==> config.mk <==
export PLATFORM = sky130hd
export DESIGN_NAME = instr_buffer
export DESIGN_NICKNAME = d
export VERILOG_FILES = /design/src/rtl/instr_buffer.sv
export SDC_FILE = /design/constraint.sdc
export NUM_CORES = 2
export LEC_CHECK = 0
export ABC_AREA = 1
export BUFFER_PORTS_ARGS = -buffer_cell sky130_fd_sc_hd__buf_4
export CORE_MARGIN = 8
export CORE_UTILIZATION = 45
export CTS_BUF_LIST = sky130_fd_sc_hd__clkbuf_8 sky130_fd_sc_hd__clkbuf_16
export DETAILED_ROUTE_END_ITERATION = 10
export PLACE_DENSITY_LB_ADDON = 0.2
export SLEW_MARGIN = 25
export SYNTH_ARGS = -nofsm -noshare
export SYNTH_HDL_FRONTEND = slang
export SYNTH_SLANG_ARGS = --single-unit
==> constraint.sdc <==
create_clock -name clock -period 4.12 [get_ports clock]
set_input_delay 0.412 -clock clock [delete_from_list [all_inputs] [get_ports clock]]
set_output_delay 0.412 -clock clock [all_outputs]
set_load 0.1 [all_outputs]
==> src/rtl/instr_buffer.sv <==
// Instruction buffer: loads one program from the front-end stage, then serves
// single-cycle fetches to the sequencer until the scalar unit terminates it.
package instr_buffer_pkg;
    localparam int unsigned INSTR_W = 32;
    localparam int unsigned ID_W    = 4;
    localparam int unsigned ISSUE_W = 4;

    typedef logic [INSTR_W-1:0] instr_t;
    typedef logic [ID_W-1:0]    id_t;
    typedef logic [ISSUE_W-1:0] mpu_issue_no_t;
endpackage

module instr_buffer
    import instr_buffer_pkg::*;
#(
    parameter int unsigned DEPTH     = 64,
    parameter int unsigned WIDTH_PTR = $clog2(DEPTH)
) (
    input  logic                 clock,
    input  logic                 reset,
    input  logic                 I_We,
    input  logic                 I_Wr_End,
    input  id_t                  I_ThreadID,
    input  instr_t               I_Instr,
    input  mpu_issue_no_t        I_IssueNo,
    input  logic                 I_Term,
    input  logic                 I_Req_Fetch,
    input  logic [WIDTH_PTR-1:0] I_PC,
    output logic                 O_Full,
    output logic                 O_Ready,
    output logic                 O_Valid,
    output instr_t               O_Instr,
    output id_t                  O_ThreadID,
    output mpu_issue_no_t        O_IssueNo,
    output logic [WIDTH_PTR:0]   O_Length,
    output logic                 O_Bad_PC
);

    localparam int unsigned CNT_W = WIDTH_PTR + 1;

    typedef enum logic [1:0] {EMPTY, LOAD, READY, RUN} state_e;

    state_e         state_q, state_d;
    logic [CNT_W-1:0] count_q, count_d;
    id_t            tid_q, tid_d;
    mpu_issue_no_t  issue_q, issue_d;
    logic           valid_q, valid_d;
    logic           bad_pc_q, bad_pc_d;
    instr_t         instr_q, instr_d;
    logic           we_c;
    logic           full_c;
    logic           ready_c;
    logic           pc_in_range_c;

    instr_t mem_q [DEPTH];

    assign ready_c       = (state_q == READY) || (state_q == RUN);
    assign full_c        = (count_q == CNT_W'(DEPTH)) || ready_c;
    assign pc_in_range_c = {1'b0, I_PC} < count_q;

    // Load/run control; the write index is the running count, so it never wraps.
    always_comb begin
        state_d = state_q;
        count_d = count_q;
        tid_d   = tid_q;
        issue_d = issue_q;
        we_c    = 1'b0;
        case (state_q)
            EMPTY: begin
                if (!I_Term && I_We) begin
                    we_c    = 1'b1;
                    count_d = CNT_W'(1);
                    tid_d   = I_ThreadID;
                    issue_d = I_IssueNo;
                    state_d = LOAD;
                end
            end
            LOAD: begin
                if (!I_Term) begin
                    if (I_We && !full_c) begin
                        we_c    = 1'b1;
                        count_d = count_q + CNT_W'(1);
                    end
                    if (I_Wr_End) begin
                        state_d = READY;
                    end
                end
            end
            READY: begin
                if (!I_Term && I_Req_Fetch) begin
                    state_d = RUN;
                end
            end
            RUN: begin
            end
            default: state_d = EMPTY;
        endcase
        if (I_Term && (state_q != EMPTY)) begin
            state_d = EMPTY;
            count_d = '0;
            tid_d   = '0;
            issue_d = '0;
            we_c    = 1'b0;
        end
    end

    // Fetch result is presented one cycle after the request.
    always_comb begin
        valid_d  = I_Req_Fetch && ready_c && pc_in_range_c;
        bad_pc_d = I_Req_Fetch && ready_c && !pc_in_range_c;
        instr_d  = instr_q;
        if (valid_d) begin
            instr_d = mem_q[I_PC];
        end
    end

    always_ff @(posedge clock or negedge reset) begin
        if (!reset) begin
            state_q  <= EMPTY;
            count_q  <= '0;
            tid_q    <= '0;
            issue_q  <= '0;
            valid_q  <= 1'b0;
            bad_pc_q <= 1'b0;
            instr_q  <= '0;
        end else begin
            state_q  <= state_d;
            count_q  <= count_d;
            tid_q    <= tid_d;
            issue_q  <= issue_d;
            valid_q  <= valid_d;
            bad_pc_q <= bad_pc_d;
            instr_q  <= instr_d;
        end
    end

    always_ff @(posedge clock) begin
        if (we_c) begin
            mem_q[count_q[WIDTH_PTR-1:0]] <= I_Instr;
        end
    end

    assign O_Full     = full_c;
    assign O_Ready    = ready_c;
    assign O_Valid    = valid_q;
    assign O_Bad_PC   = bad_pc_q;
    assign O_Instr    = instr_q;
    assign O_ThreadID = tid_q;
    assign O_IssueNo  = issue_q;
    assign O_Length   = count_q;

endmodule

Word-level counts from Yosys, hierarchy flattened --
Memories as Yosys holds them, arrays and structs flattened. A register that Yosys moved wholly into a read port is not among the register bits. Index checks and enable logic that the tools add are counted.
Storage, ports and cells: output and inout port bits 51, latch bits 0, bits in read-only memories 0, memories 1, flip-flop bits (word level) 19, RAM bits 2048, input bits 52, logic and storage cells 64
Memory list:
- mem_q | words 64, bits a word 32, read ports 1, clocked after memory_dff 1, wr ports 1, RTL line 55 | instr_t mem_q [DEPTH];
Cells by class: equal/unequal tests 9, divide/modulo/power cells 0, $mul 0, reduce and logical (&&, ||, !) cells 22, $lt $le $gt $ge 1, multiplexer cells 24, bitwise operators 0, shifts and indexed selects 0, add/sub/neg operators 1
Operators with widths (number):
- two-way mux 7 bit | 4
- two-way mux 4 bit | 6
- one-hot mux 7 bit (2 select lines) | 1
- inequality test 3 bit, second input constant | 4
- two-way mux 2 bit | 5
- adder 7 x 1 -> 7 bit, second input constant | 1
- equality test 7 bit, second input constant | 1
- logical AND 1 bit | 7
- < comparator 6 x 7 -> 1 bit | 1
- two-way mux 1 bit | 6
- one-hot mux 2 bit (3 select lines) | 1
- nonzero test 2 bit | 3
- AND reduction 5 bit | 1
- equality test 2 bit, second input constant | 2
- zero test 1 bit | 4
- AND reduction 4 bit | 1
- nonzero test 4 bit | 1
- inequality test 3 x 1 -> 1 bit, second input constant | 1
- nonzero test 3 bit | 1
- equality test 2 x 1 -> 1 bit, second input constant | 1
- zero test 2 bit | 1
- logical OR 1 bit | 2
- one-hot mux 1 bit (2 select lines) | 1
- AND reduction 2 bit | 1

Logic depth before layout (Yosys ltp) --
depth in word-level cells 11, depth in mapped cells 13, gate-level depth less buffers 10

Worst setup path after synthesis --
OpenSTA, ideal clock, no wires.
path kind register to register, start point register count_q[1], in the netlist O_Length[1], end point memory mem_q[32][0] (netlist name) (enable), slack -0.344 ns, required time 3.699 ns, path buffers 0, library setup time 0.421 ns, arrival 4.043 ns, period minus slack after synthesis 4.464 ns, stages on the path, launching flop included 10, cell sequence dfrtp_1 inv_1 ha_1 nand3_1 o21ai_2 nor2_1 nand2_1 o21ai_2 nand2_1 nor2_1
Between the ends: word-level cells in the longest chain between the ends 10
Ends and longest elaborated chain:
- start: declaration | RTL line 44 | logic [CNT_W-1:0] count_q, count_d;
- start signal: assignment | RTL line 128 | count_q <= count_d;
- equality test 7 bit | RTL line 58 | assign full_c = (count_q == CNT_W'(DEPTH)) || ready_c;
- logical OR 1 bit | RTL line 58
- net O_Full | RTL line 29 | output logic O_Full,
- zero test 1 bit | RTL line 80 | if (I_We && !full_c) begin
- logical AND 1 bit | RTL line 80
- two-way mux 1 bit | RTL line 80
- two-way mux 1 bit | RTL line 79 | if (!I_Term) begin
- one-hot mux 1 bit (2 select lines) | RTL line 68 | case (state_q)
- two-way mux 1 bit | RTL line 98 | if (I_Term && (state_q != EMPTY)) begin
- two-way mux 1 bit | RTL line 138 | if (we_c) begin
- two-way mux 1 bit (implied by the code) | RTL line 139 | mem_q[count_q[WIDTH_PTR-1:0]] <= I_Instr;
- end: declaration | RTL line 55
The timed path passes the listed nets, and every way through them passes these cells.

Final worst setup path --
start point register count_q[4], in the netlist O_Length[4], end point memory mem_q[27][0] (netlist name) (enable)
Between the ends: word-level cells in the longest chain between the ends 10
Ends and longest elaborated chain (RTL line):
- equality test 7 bit | 58
- logical OR 1 bit | 58
- zero test 1 bit | 80
- logical AND 1 bit | 80
- two-way mux 1 bit | 80
- two-way mux 1 bit | 79
- one-hot mux 1 bit (2 select lines) | 68
- two-way mux 1 bit | 98
- two-way mux 1 bit | 138
- two-way mux 1 bit (implied by the code) | 139
Several ways; a longest one is shown, not always the timed one.

==> results.py <==
metrics = {
    "outcome": {
        "status": "finished clean",
    },
    "critical_path": {
        "path_max_fanout": 32,
        "setup.worst_path.class": "reg -> reg",
        "r2r_start": "O_Length[4]",
        "cp-endpoint": "mem_q[27][0]",
        "rr_worst_depth": 10,
        "reg2reg_to": "mem_q[27][0]",
        "worst-endpoint-arrival_ns": 3.77,
        "cp-end-kind": "flip-flop",
        "crit_required_ns": 4.55,
        "critPathLaunch": "O_Length[4]",
        "r2r_setup_slack_ns": 0.78,
        "cp-start-kind": "flip-flop",
    },
    "detailed_routing": {
        "drt_iter0_drc": 5829,
        "drt-total-wl_mm": 238,
        "route.vias.total": 54227,
        "final_antenna_net_count": 0,
        "first_pass_iters": 7,
        "drc": 0,
        "dr_wl_met2_mm": 116,
        "detail_route.wl_per_cell_um": 24.7,
        "m1WireLength_mm": 97.2,
        "wl_met3_mm": 17.3,
        "routed.top_layer": "met4",
        "viasPerCell": 5.64,
    },
    "cts": {
        "cts_tree": "yes",
        "cts.sinks": 2099,
        "clk_latency_ns": 0.84,
        "clock_path_buffers": 3,
        "htreeDepth": 4,
        "cts_buffers": 209,
        "clkTransAtPathRegs_ns": 0.06,
        "cts-root-buf": "clkbuf_16",
        "cts-resized-gates": 0,
    },
    "synth": {
        "yosysWarnings": 0,
        "yosys_register_bits": 2099,
        "synth.largest_area_cell": "edfxtp_1",
        "ys.flop_type": "edfxtp_1",
        "netlist_area_sq_um": 84200,
        "synth-seq-area-share_pct": 74.6,
        "synthCells": 6917,
        "syn_nets": 6980,
        "synth-edff-count": 2048,
        "async_flop_share_pct": 2.43,
        "syn_area_per_cell_sq_um": 12.2,
        "synth_top_cell_area_share_pct": 73.1,
        "synth_area_leaders": "edfxtp_1 (73%), nand3_1 (12%), nand2_1 (9.6%), buf_2 (1.7%), dfrtp_1 (1.5%)",
        "yosysUniqueCellTypes": 30,
    },
    "sta": {
        "fmax_mhz": 300,
        "worst_pin_slew_ns": 1.05,
        "rsz0062_at_grt": "no",
        "setup_viol": 0,
        "post-route-period-util_pct": 81.0,
        "holdWs_ns": 0.0649,
        "final_max_slew_viol_count": 0,
        "slew_headroom_pct": 29.7,
        "period_needed_ns": 3.34,
        "clock_skew_ns": 0.0517,
        "hold_viol": 0,
    },
    "layout": {
        "drive_gt1_share_pct": 8.78,
        "n_fill_cell": 15753,
        "final_common_cell": "nand2_1",
        "layout_common_cells": "nand2_1 (2,155), edfxtp_1 (2,048), nand3_1 (2,045)",
        "multi_input_area_sq_um": 19500,
        "nets": 7022,
        "syn_to_final_growth_pct": 13.1,
        "final_util_pct": 51.3,
        "regArea_sq_um": 62800,
    },
    "floorplan": {
        "die_w_um": 448,
        "die_height_um": 448,
        "num_rows": 158,
        "core_area_sq_um": 186000,
        "initial_core_util_pct": 45.3,
        "dieArea_sq_um": 201000,
        "io_pins": 103,
    },
    "global_route": {
        "grt_overflow": 0,
        "grt_pass1_wl_mm": 348,
        "antenna_found_initial": 14,
        "track_usage_pct": 23.1,
        "grt_pass1_vias": 51334,
        "grt_max_degree": 185,
    },
    "placed_design": {
        "io_buffers": 102,
        "place.gp.congestion": 0.864,
        "dp_hpwl_mm": 133,
    },
    "power": {
        "p_total_mw": 47.4,
        "ir_drop_mv": 0.391,
        "power_leakage_nw": 33.5,
        "p_per_area_nw_per_um2": 498,
    },
    "worst_hold_path": {
        "min_path_type": "in -> reg",
    },
    "run": {
        "drv_cap": 0,
    },
}
-- state kept, by name, indices dropped and copies added, names as in the netlist --
signal / cells
O_Length: 7
state_q: 2
O_Instr: 32
O_ThreadID: 4
O_IssueNo: 4
mem_q: 2048
O_Bad_PC: 1
O_Valid: 1
-- synth_stat cells, types with 2 or more instances --
| master | number |
|---|---|
| inv_2 | 7 |
| nand2_1 | 2155 |
| nand3_1 | 2046 |
| inv_1 | 24 |
| buf_6 | 7 |
| buf_4 | 42 |
| clkbuf_1 | 78 |
| nor2_1 | 74 |
| ha_1 | 11 |
| buf_1 | 45 |
| o21ai_2 | 2 |
| nor3b_1 | 2 |
| a21oi_1 | 5 |
| o21ai_1 | 2 |
| edfxtp_1 | 2048 |
| nor3_1 | 10 |
| buf_2 | 285 |
| clkinv_1 | 2 |
| o21ai_0 | 11 |
| dfrtp_1 | 51 |
-- power breakdown --
part | internal (mW) | total (mW) | switching [mW]
sequential | 23.8 | 24.1 | 0.308
clock | 10.1 | 18.1 | 8.01
combinational | 1.06 | 5.21 | 4.15
-- worst max-delay path: stages (launching register included) --
cell and delay [ns]:
dfrtp_1 0.54, nor3_2 0.09, inv_2 0.38, o21ai_2 0.10, nor2_1 0.11, nand2_1 0.09, o21ai_2 0.37, nand2_1 0.34
buf_4 0.30, nor2_4 0.08, buf_4 0.47
-- timing repair --
| item | CTS | global route |
|---|---|---|
| hold endpoints to repair | 74 | 0 |
| buffers inserted | 0 | 0 |
| hold buffers | 13 | 0 |
-- routing by layer --
| layer | vias to the layer above | global-route usage [%] |
|---|---|---|
| met5 | - | 0 |
| met4 | 0 | 7.24 |
| met3 | 352 | 3.78 |
| met2 | 2096 | 38.2 |
| met1 | 26959 | 31.5 |
| li1 | 24820 | - |
-- worst min path at each step --
stage	depth (start not counted)	startpoint	slack, ns	endpoint
after global routing	1	I_Instr[28]	0.03	mem_q[35][28]
after CTS	5	I_We	0.02	O_IssueNo[2]
final	5	I_We	0.06	O_ThreadID[0]
after floorplan	0	reset	0.12	O_Bad_PC
after detailed placement	2	O_Instr[26]	0.47	O_Instr[26]
after global placement	2	O_Instr[14]	0.47	O_Instr[14]
-- through the flow --
| step | setup TNS, ns | setup slack, ns | instance area (sq um) | std cells |
|---|---|---|---|---|
| detailed placement | 0 | 0.801 | 88500 | 9214 |
| floorplan | -613.58 | -0.344 | 84200 | 6917 |
| finish | 0 | 0.782 | 95200 | 9618 |
| global route | 0 | 0.648 | 95200 | 9616 |
| CTS | 0 | 0.784 | 95100 | 9612 |
| global placement | 0 | 0.862 | 88500 | 9214 |
-- cell type report --
class                   instances  area share, %
repair buffers                288           3.31
clock inverters               171           1.26
well taps                    2480           3.26
diodes                          5         0.0131
clock buffers                 214           5.58
multi-input cells            4327           20.5
flip-flops and latches       2099           65.9
inverters                      34          0.174
-- cells by family after synthesis --
family	Yosys count	synth area share, %
and+or+nand+nor	4292	22.2
buffers and inverters	491	2.87
DFF	2099	74.6
adders and majority gates	11	0.164
AOI/OAI and AO/OA	24	0.162
Power figures use the tool's default switching activity.
